## src/rtl/rns_pkg.sv

```systemverilog
`default_nettype none
// ============================================================================
// Module      : rns_pkg
// Description : Shared constants and types for the RNS forward-converter
//               residue channels. The modulus 21 is paired with a 6-bit
//               folding period because 2^6 mod 21 == 1. This lets a binary
//               operand be reduced by summing its 6-bit chunks.
// Contents    : DATA_W, MOD, PERIOD, NUM_CHUNKS, ACC_W, RES_W, CNT_W,
//               rns_seq_state_t
// Revision    : 1.0 - initial release
// ============================================================================
package rns_pkg;

   localparam int DATA_W     = 16;
   localparam int MOD        = 21;
   localparam int PERIOD     = 6;
   localparam int NUM_CHUNKS = (DATA_W + PERIOD - 1) / PERIOD;
   // The worst-case chunk sum is 63 + 63 + 15 = 141, so 8 bits are enough.
   localparam int ACC_W      = 8;
   localparam int RES_W      = 5;
   localparam int CNT_W      = 2;

   typedef enum logic [1:0] {
      IDLE   = 2'd0,
      FOLD   = 2'd1,
      REDUCE = 2'd2,
      DONE   = 2'd3
   } rns_seq_state_t;

endpackage
`default_nettype wire

```

## src/rtl/rns_mod_seq_if.sv

```systemverilog
`default_nettype none
// ============================================================================
// Module      : rns_mod_seq_if
// Description : Operand/result handshake bundle for the sequential residue
//               controller.
// Ports       : in_valid/in_ready/in_data   - operand channel
//               out_valid/out_ready/out_data - residue channel
//               busy                         - controller occupied
// Modports    : master (producer/consumer side), slave (controller side)
// Revision    : 1.0 - initial release
// ============================================================================
interface rns_mod_seq_if
   import rns_pkg::*;
#(
   parameter int WIDTH = DATA_W
);

   logic             in_valid;
   logic             in_ready;
   logic [WIDTH-1:0] in_data;
   logic             out_valid;
   logic             out_ready;
   logic [RES_W-1:0] out_data;
   logic             busy;

   modport master (
      output in_valid, in_data, out_ready,
      input  in_ready, out_valid, out_data, busy
   );

   modport slave (
      input  in_valid, in_data, out_ready,
      output in_ready, out_valid, out_data, busy
   );

endinterface
`default_nettype wire

```

## src/rtl/rns_final_reduce.sv

```systemverilog
`default_nettype none
// ============================================================================
// Module      : rns_final_reduce
// Description : Combinational final reduction of a folded accumulator to a
//               residue mod 21. The upper accumulator bits weigh 2^6 == 1,
//               so they fold straight onto the low chunk. That sum is at
//               most 66, and two conditional subtractions (2*MOD, then MOD)
//               bring it into 0..20.
// Ports       : acc     in  ACC_W  folded chunk sum
//               residue out RES_W  acc mod MOD
// Revision    : 1.0 - initial release
// ============================================================================
module rns_final_reduce
   import rns_pkg::*;
(
   input  logic [ACC_W-1:0] acc,
   output logic [RES_W-1:0] residue
);

   localparam int c_fold_w = PERIOD + 1;

   logic [c_fold_w-1:0] w_fold;
   logic [c_fold_w-1:0] w_sub2m;
   logic [c_fold_w-1:0] w_sub1m;

   always_comb begin
      w_fold  = c_fold_w'(acc[PERIOD-1:0]) + c_fold_w'(acc[ACC_W-1:PERIOD]);
      w_sub2m = (w_fold >= c_fold_w'(2 * MOD)) ? (w_fold - c_fold_w'(2 * MOD)) : w_fold;
      w_sub1m = (w_sub2m >= c_fold_w'(MOD)) ? (w_sub2m - c_fold_w'(MOD)) : w_sub2m;
      residue = RES_W'(w_sub1m);
   end

endmodule
`default_nettype wire

```

## src/rtl/rns_mod_seq.sv

```systemverilog
`default_nettype none
// ============================================================================
// Module      : rns_mod_seq
// Description : Sequential N mod 21 controller. It accepts an operand in
//               IDLE and folds one 6-bit chunk per cycle into an
//               accumulator. It then reduces the sum in one cycle and holds
//               the residue in DONE until the consumer accepts it.
// Ports       : clk    in  rising-edge clock
//               rst_n  in  asynchronous active-low reset
//               bus    slave modport of rns_mod_seq_if (operand/result
//                      handshakes and busy)
// Config      : RNS_CHUNK_SKIP_EN - when defined, folding stops early once
//               the remaining shifted operand is zero
// Revision    : 1.0 - initial release
// ============================================================================
module rns_mod_seq
   import rns_pkg::*;
#(
   parameter int WIDTH = DATA_W
)(
   input  logic          clk,
   input  logic          rst_n,
   rns_mod_seq_if.slave  bus
);

   localparam int c_num_chunks = (WIDTH + PERIOD - 1) / PERIOD;
   localparam int c_cnt_w      = $clog2(c_num_chunks + 1);

   rns_seq_state_t     r_state;
   rns_seq_state_t     w_state_next;
   logic [WIDTH-1:0]   r_shift;
   logic [ACC_W-1:0]   r_acc;
   logic [c_cnt_w-1:0] r_count;
   logic [RES_W-1:0]   r_out_data;
   logic               r_out_valid;
   logic [RES_W-1:0]   w_residue;
   logic               w_last_fold;

   // The final chunk is narrower than PERIOD. The right shift fills it with
   // zeros, so it is zero-extended without extra logic.
`ifdef RNS_CHUNK_SKIP_EN
   assign w_last_fold = (r_count == c_cnt_w'(c_num_chunks - 1)) ||
                        (r_shift[WIDTH-1:PERIOD] == '0);
`else
   assign w_last_fold = (r_count == c_cnt_w'(c_num_chunks - 1));
`endif

   rns_final_reduce u_final_reduce (
      .acc     (r_acc),
      .residue (w_residue)
   );

   always_ff @(posedge clk or negedge rst_n) begin
      if (!rst_n) begin
         r_state <= IDLE;
      end else begin
         r_state <= w_state_next;
      end
   end

   always_comb begin
      w_state_next = r_state;
      case (r_state)
         IDLE:    if (bus.in_valid)  w_state_next = FOLD;
         FOLD:    if (w_last_fold)   w_state_next = REDUCE;
         REDUCE:                     w_state_next = DONE;
         DONE:    if (bus.out_ready) w_state_next = IDLE;
         default:                    w_state_next = IDLE;
      endcase
   end

   always_ff @(posedge clk or negedge rst_n) begin
      if (!rst_n) begin
         r_shift     <= '0;
         r_acc       <= '0;
         r_count     <= '0;
         r_out_data  <= '0;
         r_out_valid <= 1'b0;
      end else begin
         case (r_state)
            IDLE: begin
               if (bus.in_valid) begin
                  r_shift <= bus.in_data;
                  r_acc   <= '0;
                  r_count <= '0;
               end
            end
            FOLD: begin
               r_acc   <= r_acc + ACC_W'(r_shift[PERIOD-1:0]);
               r_shift <= r_shift >> PERIOD;
               r_count <= r_count + c_cnt_w'(1);
            end
            REDUCE: begin
               r_out_data  <= w_residue;
               r_out_valid <= 1'b1;
            end
            DONE: begin
               // out_data is deliberately left holding the last result.
               if (bus.out_ready) r_out_valid <= 1'b0;
            end
            default: begin
               r_out_valid <= 1'b0;
            end
         endcase
      end
   end

   assign bus.in_ready  = (r_state == IDLE);
   assign bus.busy      = (r_state != IDLE);
   assign bus.out_valid = r_out_valid;
   assign bus.out_data  = r_out_data;

endmodule
`default_nettype wire
```

## src/flat_wrapper.sv

```systemverilog
// flat-port wrapper written by rule: the top's interface ports become plain ports
module rns_mod_seq_flat import rns_pkg::*;
#(
   parameter int WIDTH = DATA_W
)
  (clk, rst_n, bus_in_valid, bus_in_data, bus_out_ready, bus_in_ready, bus_out_valid, bus_out_data, bus_busy);
  rns_mod_seq_if #(.WIDTH(WIDTH)) bus_i ();
  input  logic clk;
  input  logic rst_n;
  input wire logic [$bits(bus_i.in_valid)-1:0] bus_in_valid;
  input wire logic [$bits(bus_i.in_data)-1:0] bus_in_data;
  input wire logic [$bits(bus_i.out_ready)-1:0] bus_out_ready;
  output wire logic [$bits(bus_i.in_ready)-1:0] bus_in_ready;
  output wire logic [$bits(bus_i.out_valid)-1:0] bus_out_valid;
  output wire logic [$bits(bus_i.out_data)-1:0] bus_out_data;
  output wire logic [$bits(bus_i.busy)-1:0] bus_busy;
  assign bus_i.in_valid = bus_in_valid;
  assign bus_i.in_data = bus_in_data;
  assign bus_i.out_ready = bus_out_ready;
  assign bus_in_ready = bus_i.in_ready;
  assign bus_out_valid = bus_i.out_valid;
  assign bus_out_data = bus_i.out_data;
  assign bus_busy = bus_i.busy;
  rns_mod_seq #(.WIDTH(WIDTH)) u_core (.clk(clk), .rst_n(rst_n), .bus(bus_i));
endmodule
```

## config.mk

```make
export PLATFORM = sky130hd
export DESIGN_NAME = rns_mod_seq_flat
export DESIGN_NICKNAME = d
export VERILOG_FILES = /design/src/rtl/rns_pkg.sv /design/src/rtl/rns_mod_seq_if.sv /design/src/rtl/rns_final_reduce.sv /design/src/rtl/rns_mod_seq.sv /design/src/flat_wrapper.sv
export SDC_FILE = /design/constraint.sdc
export NUM_CORES = 1
export LEC_CHECK = 0
export ABC_AREA = 1
export BUFFER_PORTS_ARGS = -buffer_cell sky130_fd_sc_hd__buf_2
export CORE_MARGIN = 10
export CORE_UTILIZATION = 39
export DETAILED_ROUTE_END_ITERATION = 10
export PLACE_DENSITY = 0.68
export SYNTH_ARGS = -nofsm -noshare
export SYNTH_HDL_FRONTEND = slang
export SYNTH_SLANG_ARGS = --single-unit
export TNS_END_PERCENT = 50
```

## constraint.sdc

```tcl
create_clock -name clk -period 4.8 [get_ports clk]
set_clock_uncertainty 0.2 [all_clocks]
set_input_delay 0.24 -clock clk [delete_from_list [all_inputs] [get_ports clk]]
set_output_delay 0.24 -clock clk [all_outputs]
set_load 0.05 [all_outputs]
```

After elaboration in Yosys (flattened, before gate mapping)

Index checks and enable logic that the tools add are counted.
W data, S select, Z words.

Output and inout port bits: 8
Bits in registers: 34

Muxes and demuxes: 14
Reductions and logical operators: 7
Add/sub/neg operators: 5
$lt $le $gt $ge: 2
Equal/unequal tests: 7

Operators by type and width:

| kind                  | number |
|---|---|
| $pmux W16 S2          | 1 |
| $mux W16              | 1 |
| $pmux W8 S2           | 1 |
| $add A8 B6 Y8         | 1 |
| $mux W2               | 4 |
| $mux W8               | 1 |
| $pmux W2 S4           | 1 |
| $add A6 B2 Y7         | 1 |
| $ge A7 B5 Y1 const B  | 1 |
| $ge A7 B6 Y1 const B  | 1 |
| $mux W7               | 1 |
| $sub A7 B6 Y7 const B | 1 |
| $eq A2 B2 Y1 const B  | 3 |
| $reduce_bool A2 Y1    | 3 |
| $mux W5               | 1 |
| $sub A5 B5 Y5 const B | 1 |
| $ne A2 B2 Y1 const B  | 2 |
| $pmux W2 S2           | 1 |
| $reduce_and A2 Y1     | 2 |
| $reduce_and A3 Y1     | 1 |
| $add A2 B1 Y2 const B | 1 |
| $eq A2 B1 Y1 const B  | 1 |
| $logic_not A2 Y1      | 1 |
| $ne A2 B1 Y1 const B  | 1 |
| 2 further kinds       | 2 |

Logic depth before layout (Yosys ltp)

Depth after elaboration: 5
Gate-level depth with buffers: 21

Modules after synthesis

A second synthesis with hierarchy kept.

Cell total of the unflattened synthesis: 295
Area total of the unflattened synthesis: 2,311.0 sq um

Modules (own cells, without submodules):

| module           | cells an instance | seq. area each (sq um) | area each (sq um) | instances |
|---|---|---|---|---|
| rns_mod_seq      | 197               | 850.8                  | 1,751.7           | 1 |
| rns_final_reduce | 98                | 0.0                    | 559.3             | 1 |

Worst setup path before layout

OpenSTA, ideal clock, no wires.

Path kind: flip-flop to flip-flop
From: register u_core.r_acc[0]
To: register u_core.r_out_data[0], in the netlist u_core.bus.out_data[0]
Arrival time: 2.440 ns
Clock period less this slack: 2.758 ns
Library setup time: 0.118 ns
Cell stages (with the launch flop): 19
Path buffers: 0
Required time: 4.482 ns
Setup slack: 2.042 ns
Path through: dfrtp_1 -> ha_1 -> fa_1 -> inv_1 -> ha_1 -> inv_1 -> nand3_1 -> nand3_2 -> nand2_4 -> nand2_4 -> nand2_1 -> nand2_2 -> inv_2 -> a21oi_4 -> o21ai_2 -> nand2_1 -> nand2_1 -> nand2_1 -> nand2_1

Longest elaborated chain between the ends: 5
Elaborated cells on any way between the ends: 7
Those cells by class: add/sub (3); order compare (2); mux (2)

Ends and longest elaborated chain:

| element                                              | line                   | RTL |
|---|---|---|
| start: declaration                                   | rns_mod_seq.sv:32      | `logic [ACC_W-1:0] r_acc;` |
| start signal: assignment                             | rns_mod_seq.sv:89      | `r_acc <= r_acc + ACC_W'(r_shift[PERIOD-1:0]);` |
| $add A6 B2 Y7 (*)                                    | rns_final_reduce.sv:27 | `w_fold = c_fold_w'(acc[PERIOD-1:0]) + c_fold_w'(acc[ACC_W-1:PERIOD]);` |
| $sub A7 B6 Y7 / $ge A7 B6 Y1 (equally long branches) | rns_final_reduce.sv:28 | `w_sub2m = (w_fold >= c_fold_w'(2 * MOD)) ? (w_fold - c_fold_w'(2 * MOD)) : w_fold;` |
| $mux W7 (*)                                          | rns_final_reduce.sv:28 |  |
| $ge A7 B5 Y1 / $sub A5 B5 Y5 (equally long branches) | rns_final_reduce.sv:29 | `w_sub1m = (w_sub2m >= c_fold_w'(MOD)) ? (w_sub2m - c_fold_w'(MOD)) : w_sub2m;` |
| $mux W5 (*)                                          | rns_final_reduce.sv:29 |  |
| end signal: assignment                               | rns_mod_seq.sv:94      | `r_out_data <= w_residue;` |
| end: declaration                                     | rns_mod_seq.sv:34      | `logic [RES_W-1:0] r_out_data;` |

Every way passes the cells marked *; elsewhere a longest branch is shown, timed or not.
A chain may end at the register's enable or synchronous reset.

Final worst setup path

From: register u_core.r_acc[0]
To: register u_core.r_out_data[2], in the netlist u_core.bus.out_data[2]

Same word-level chain as after synthesis.

==> results.sh <==
export IMPL_powerDensity_mw_per_mm2=809.0
export IMPL_tritoncts="done"
export IMPL_initial_core_util_pct=39.89
export IMPL_grt_use_total_pct=11.72
export IMPL_synth_area_leaders="dfrtp_1 39%, nand2_1 14%, ha_1 8.0%"
export IMPL_cts_buffers=5
export IMPL_comb_power_share_pct=64.4
export IMPL_power_mw=2.066
export IMPL_clk_pin_slew_ns=0.07
export IMPL_swShare_pct=51.22
export IMPL_ys_types=36
export IMPL_drc_errors=0
export IMPL_finalCriticalPeriod_ns=3.034
export IMPL_worstPathArrival_ns=3.06
export IMPL_antenna_cells=0
export IMPL_switchingPower_mw=1.058
export IMPL_crit_type="reg2reg"
export IMPL_layout_worst_path_cycle_share_pct=63.21
export IMPL_synth_edf_count=0
export IMPL_yosysTopAreaCell="dfrtp_1"
export IMPL_crit_chain="ha_1 > fa_1 > inv_1 > nand2_1 > nand2_1 > ha_1 > inv_1 > nand3_1 > nand3_2 > nand2_4 > nand2_4 > nand2_2 > nand2_2 > nor2_4 > nand2_1 > o21ai_2 > nand2_1 > nand2_1 > nand2_1 > nand2_1"
export IMPL_crit_path_max_fanout=6
export IMPL_htreeDepth=2
export IMPL_ys_seq_area_share_pct=38.97
export IMPL_design_core_area_mm2=0.005473
export IMPL_multi_input_area_mm2=0.001196
export IMPL_firstDrtPassIters=5
export IMPL_clock_tree_buffer_depth=2
export IMPL_syn_num_nets=312
export IMPL_fin_util_pct=46.66
export IMPL_syn_cell_area_mm2=0.002183
export IMPL_yosys_warnings=0
export IMPL_most_common_layout_cells="81 x nand2_1, 34 x dfrtp_1, 27 x inv_1, 27 x buf_2, 23 x nor2_1"
export IMPL_grt_pass1_wl_um=8597
export IMPL_sequentialPowerShare_pct=25.0
export IMPL_post_cts_resized=0
export IMPL_final_common_cell="nand2_1"
export IMPL_num_vias=1882
export IMPL_drt_iter0_drc=79
export IMPL_clkPwrFrac_pct=10.6
export IMPL_dp_hpwl_um=3673
export IMPL_clock_fmax_mhz=329.6
export IMPL_drv_cap=0
export IMPL_cp_slowest_cell="fa_1"
export IMPL_fp_dieW_um=94.82
export IMPL_netlist_instances=276
export IMPL_grt_max_degree=35
export IMPL_rsz0062_at_grt="false"
export IMPL_setup_violations=0
export IMPL_synth_top_area_share_pct=38.97
export IMPL_hold_path_class="in2reg"
export IMPL_internal_power_mw=1.008
export IMPL_p_leak_nw=1.301
export IMPL_tns_ns=0
export IMPL_cp_start_kind="register"
export IMPL_row_count=27
export IMPL_via_per_inst=4.888
export IMPL_relSlewSlack_pct=49.99
export IMPL_syn_area_per_cell_um2=7.911
export IMPL_antenna_left=0
export IMPL_final_seq_area_um2=850.8
export IMPL_required_ns=4.83
export IMPL_ys_ff_latch=34
export IMPL_routed_wl_um=4713
export IMPL_endpoint_kind="register"
export IMPL_portBuffers=27
export IMPL_final_max_slew_viol_count=0
export IMPL_wire_per_inst_um=12.24
export IMPL_status="complete, no violations"
export IMPL_cts_sinks=34
export IMPL_final_hold_viol_count=0
export IMPL_layout_drive_gt1_share_pct=17.25
export IMPL_io_pins=28
export IMPL_clkLatencyLatePin_ns=0.28
export IMPL_ir_drop_uv=320.8
export IMPL_cp_common_cell="nand2_1"
export IMPL_die_height_um=94.82
export IMPL_routabilityCongestion=0.8660
export IMPL_overflow=0
export IMPL_synthFlopType="dfrtp_1"
export IMPL_final_nets=348
export IMPL_antenna_found_initial=0
export IMPL_area_delta_synth_final_pct=16.96
export IMPL_die_area_mm2=0.008991
export IMPL_grt_pass1_vias=1910
export IMPL_fill_cells=561
export IMPL_root_buffer="clkbuf_8"
export IMPL_synthArstFlopShare_pct=100.0
export IMPL_slowest_delay_ns=0.43
export IMPL_worstMarginPinSlew_ns=0.7501
==> worst paths after layout <==
| check | startpoint | to | slack (ns) | depth (start not counted) |
|---|---|---|---|---|
| worst max register to register | u_core.r_acc[0] | u_core.bus.out_data[2] | 1.77 | 20 |
| min in group asynchronous | rst_n | u_core.r_shift[11] | 0.36 | 2 |
| worst max-delay path | u_core.r_acc[0] | u_core.bus.out_data[2] | 1.77 | 20 |
| worst min-delay path | bus_in_data[8] | u_core.r_shift[8] | 0.01 | 3 |
| worst min register to register | u_core.bus.out_data[0] | u_core.bus.out_data[0] | 0.28 | 2 |
| max in group asynchronous | rst_n | u_core.r_acc[2] | 3.57 | 2 |
==> cells in the mapped netlist, types with 5 or more instances <==
| cell | n |
|---|---|
| nand2_1 | 81 |
| dfrtp_1 | 34 |
| inv_1 | 27 |
| nor2_1 | 23 |
| nand3_1 | 16 |
| ha_1 | 14 |
| a31oi_1 | 10 |
| a21oi_1 | 8 |
| a22o_1 | 8 |
| o21ai_0 | 7 |
| nand2_2 | 5 |
| nand3_2 | 5 |
==> per-layer routing <==
| layer | vias to the layer above | GRT usage, % | part of all wire, % |
|---|---|---|---|
| met5 | - | 0 | 0 |
| met4 | 0 | 4.115 | 1.5 |
| met3 | 6 | 3.727 | 6.4 |
| met2 | 42 | 19.62 | 47 |
| met1 | 850 | 13.81 | 45 |
| li1 | 984 | - | - |
==> flip-flops by register name, indices dropped and copies added, names as in the netlist <==
register,flops
u_core.r_state,2
u_core.bus.out_valid,1
u_core.bus.out_data,5
u_core.r_count,2
u_core.r_shift,16
u_core.r_acc,8
==> power by group through the flow <==
stage | logic [mW] | registers (mW) | clock network (mW)
global placement | 1.31 | 0.519 | 0
finish | 1.33 | 0.516 | 0.219
CTS | 1.34 | 0.517 | 0.225
global route | 1.54 | 0.536 | 0.236
detailed placement | 1.33 | 0.522 | 0
floorplan | 1.02 | 0.576 | 0
==> layout make-up <==
| type | instances | share of cell area (%) |
|---|---|---|
| tap | 72 | 3.528 |
| clock buffer | 7 | 3.381 |
| timing repair buffer | 35 | 8.329 |
| multi-input combinational | 206 | 46.84 |
| clock inverter | 1 | 0.1960 |
| inverter | 30 | 4.410 |
| sequential | 34 | 33.32 |
==> through the flow <==
step           std cells  hold slack [ns]  worst slack, ns  cell area (µm²)
3_3_place_gp         370           0.1497            1.805             2392
6_report             385          0.01029            1.766             2554
5_1_grt              385         0.007227            1.399             2554
3_5_place_dp         370           0.1585            1.773             2392
4_1_cts              385         0.003307            1.750             2554
2_1_floorplan        276          -0.2556            2.042             2183
==> logic make-up (layout without fill, tap and decap cells) <==
kind of cell / count (synthesis) / in the layout / share of synthesized area, %
fa+ha+maj: 16 / 16 / 9.857
simple gates: 140 / 140 / 28.71
buf+inv: 36 / 73 / 6.246
xor+xnor: 4 / 4 / 1.949
flops: 34 / 34 / 38.97
compound gates: 46 / 46 / 14.27
==> worst max-delay path, delay by kind of cell (launching register included) <==
| family | cells | cell delay (ns) |
|---|---|---|
| AOI/OAI and AO/OA | 1 | 0.18 |
| adders and majority gates | 3 | 0.87 |
| buffers and inverters | 2 | 0.11 |
| DFF | 1 | 0.42 |
| and+or+nand+nor | 14 | 1.21 |
==> timing repair <==
| item | in CTS | in global routing |
|---|---|---|
| hold buffers | 7 | 0 |
| hold endpoints to repair | 40 | 0 |
| buffers inserted | 0 | 0 |
No activity file was read; power rests on OpenSTA's default activity.
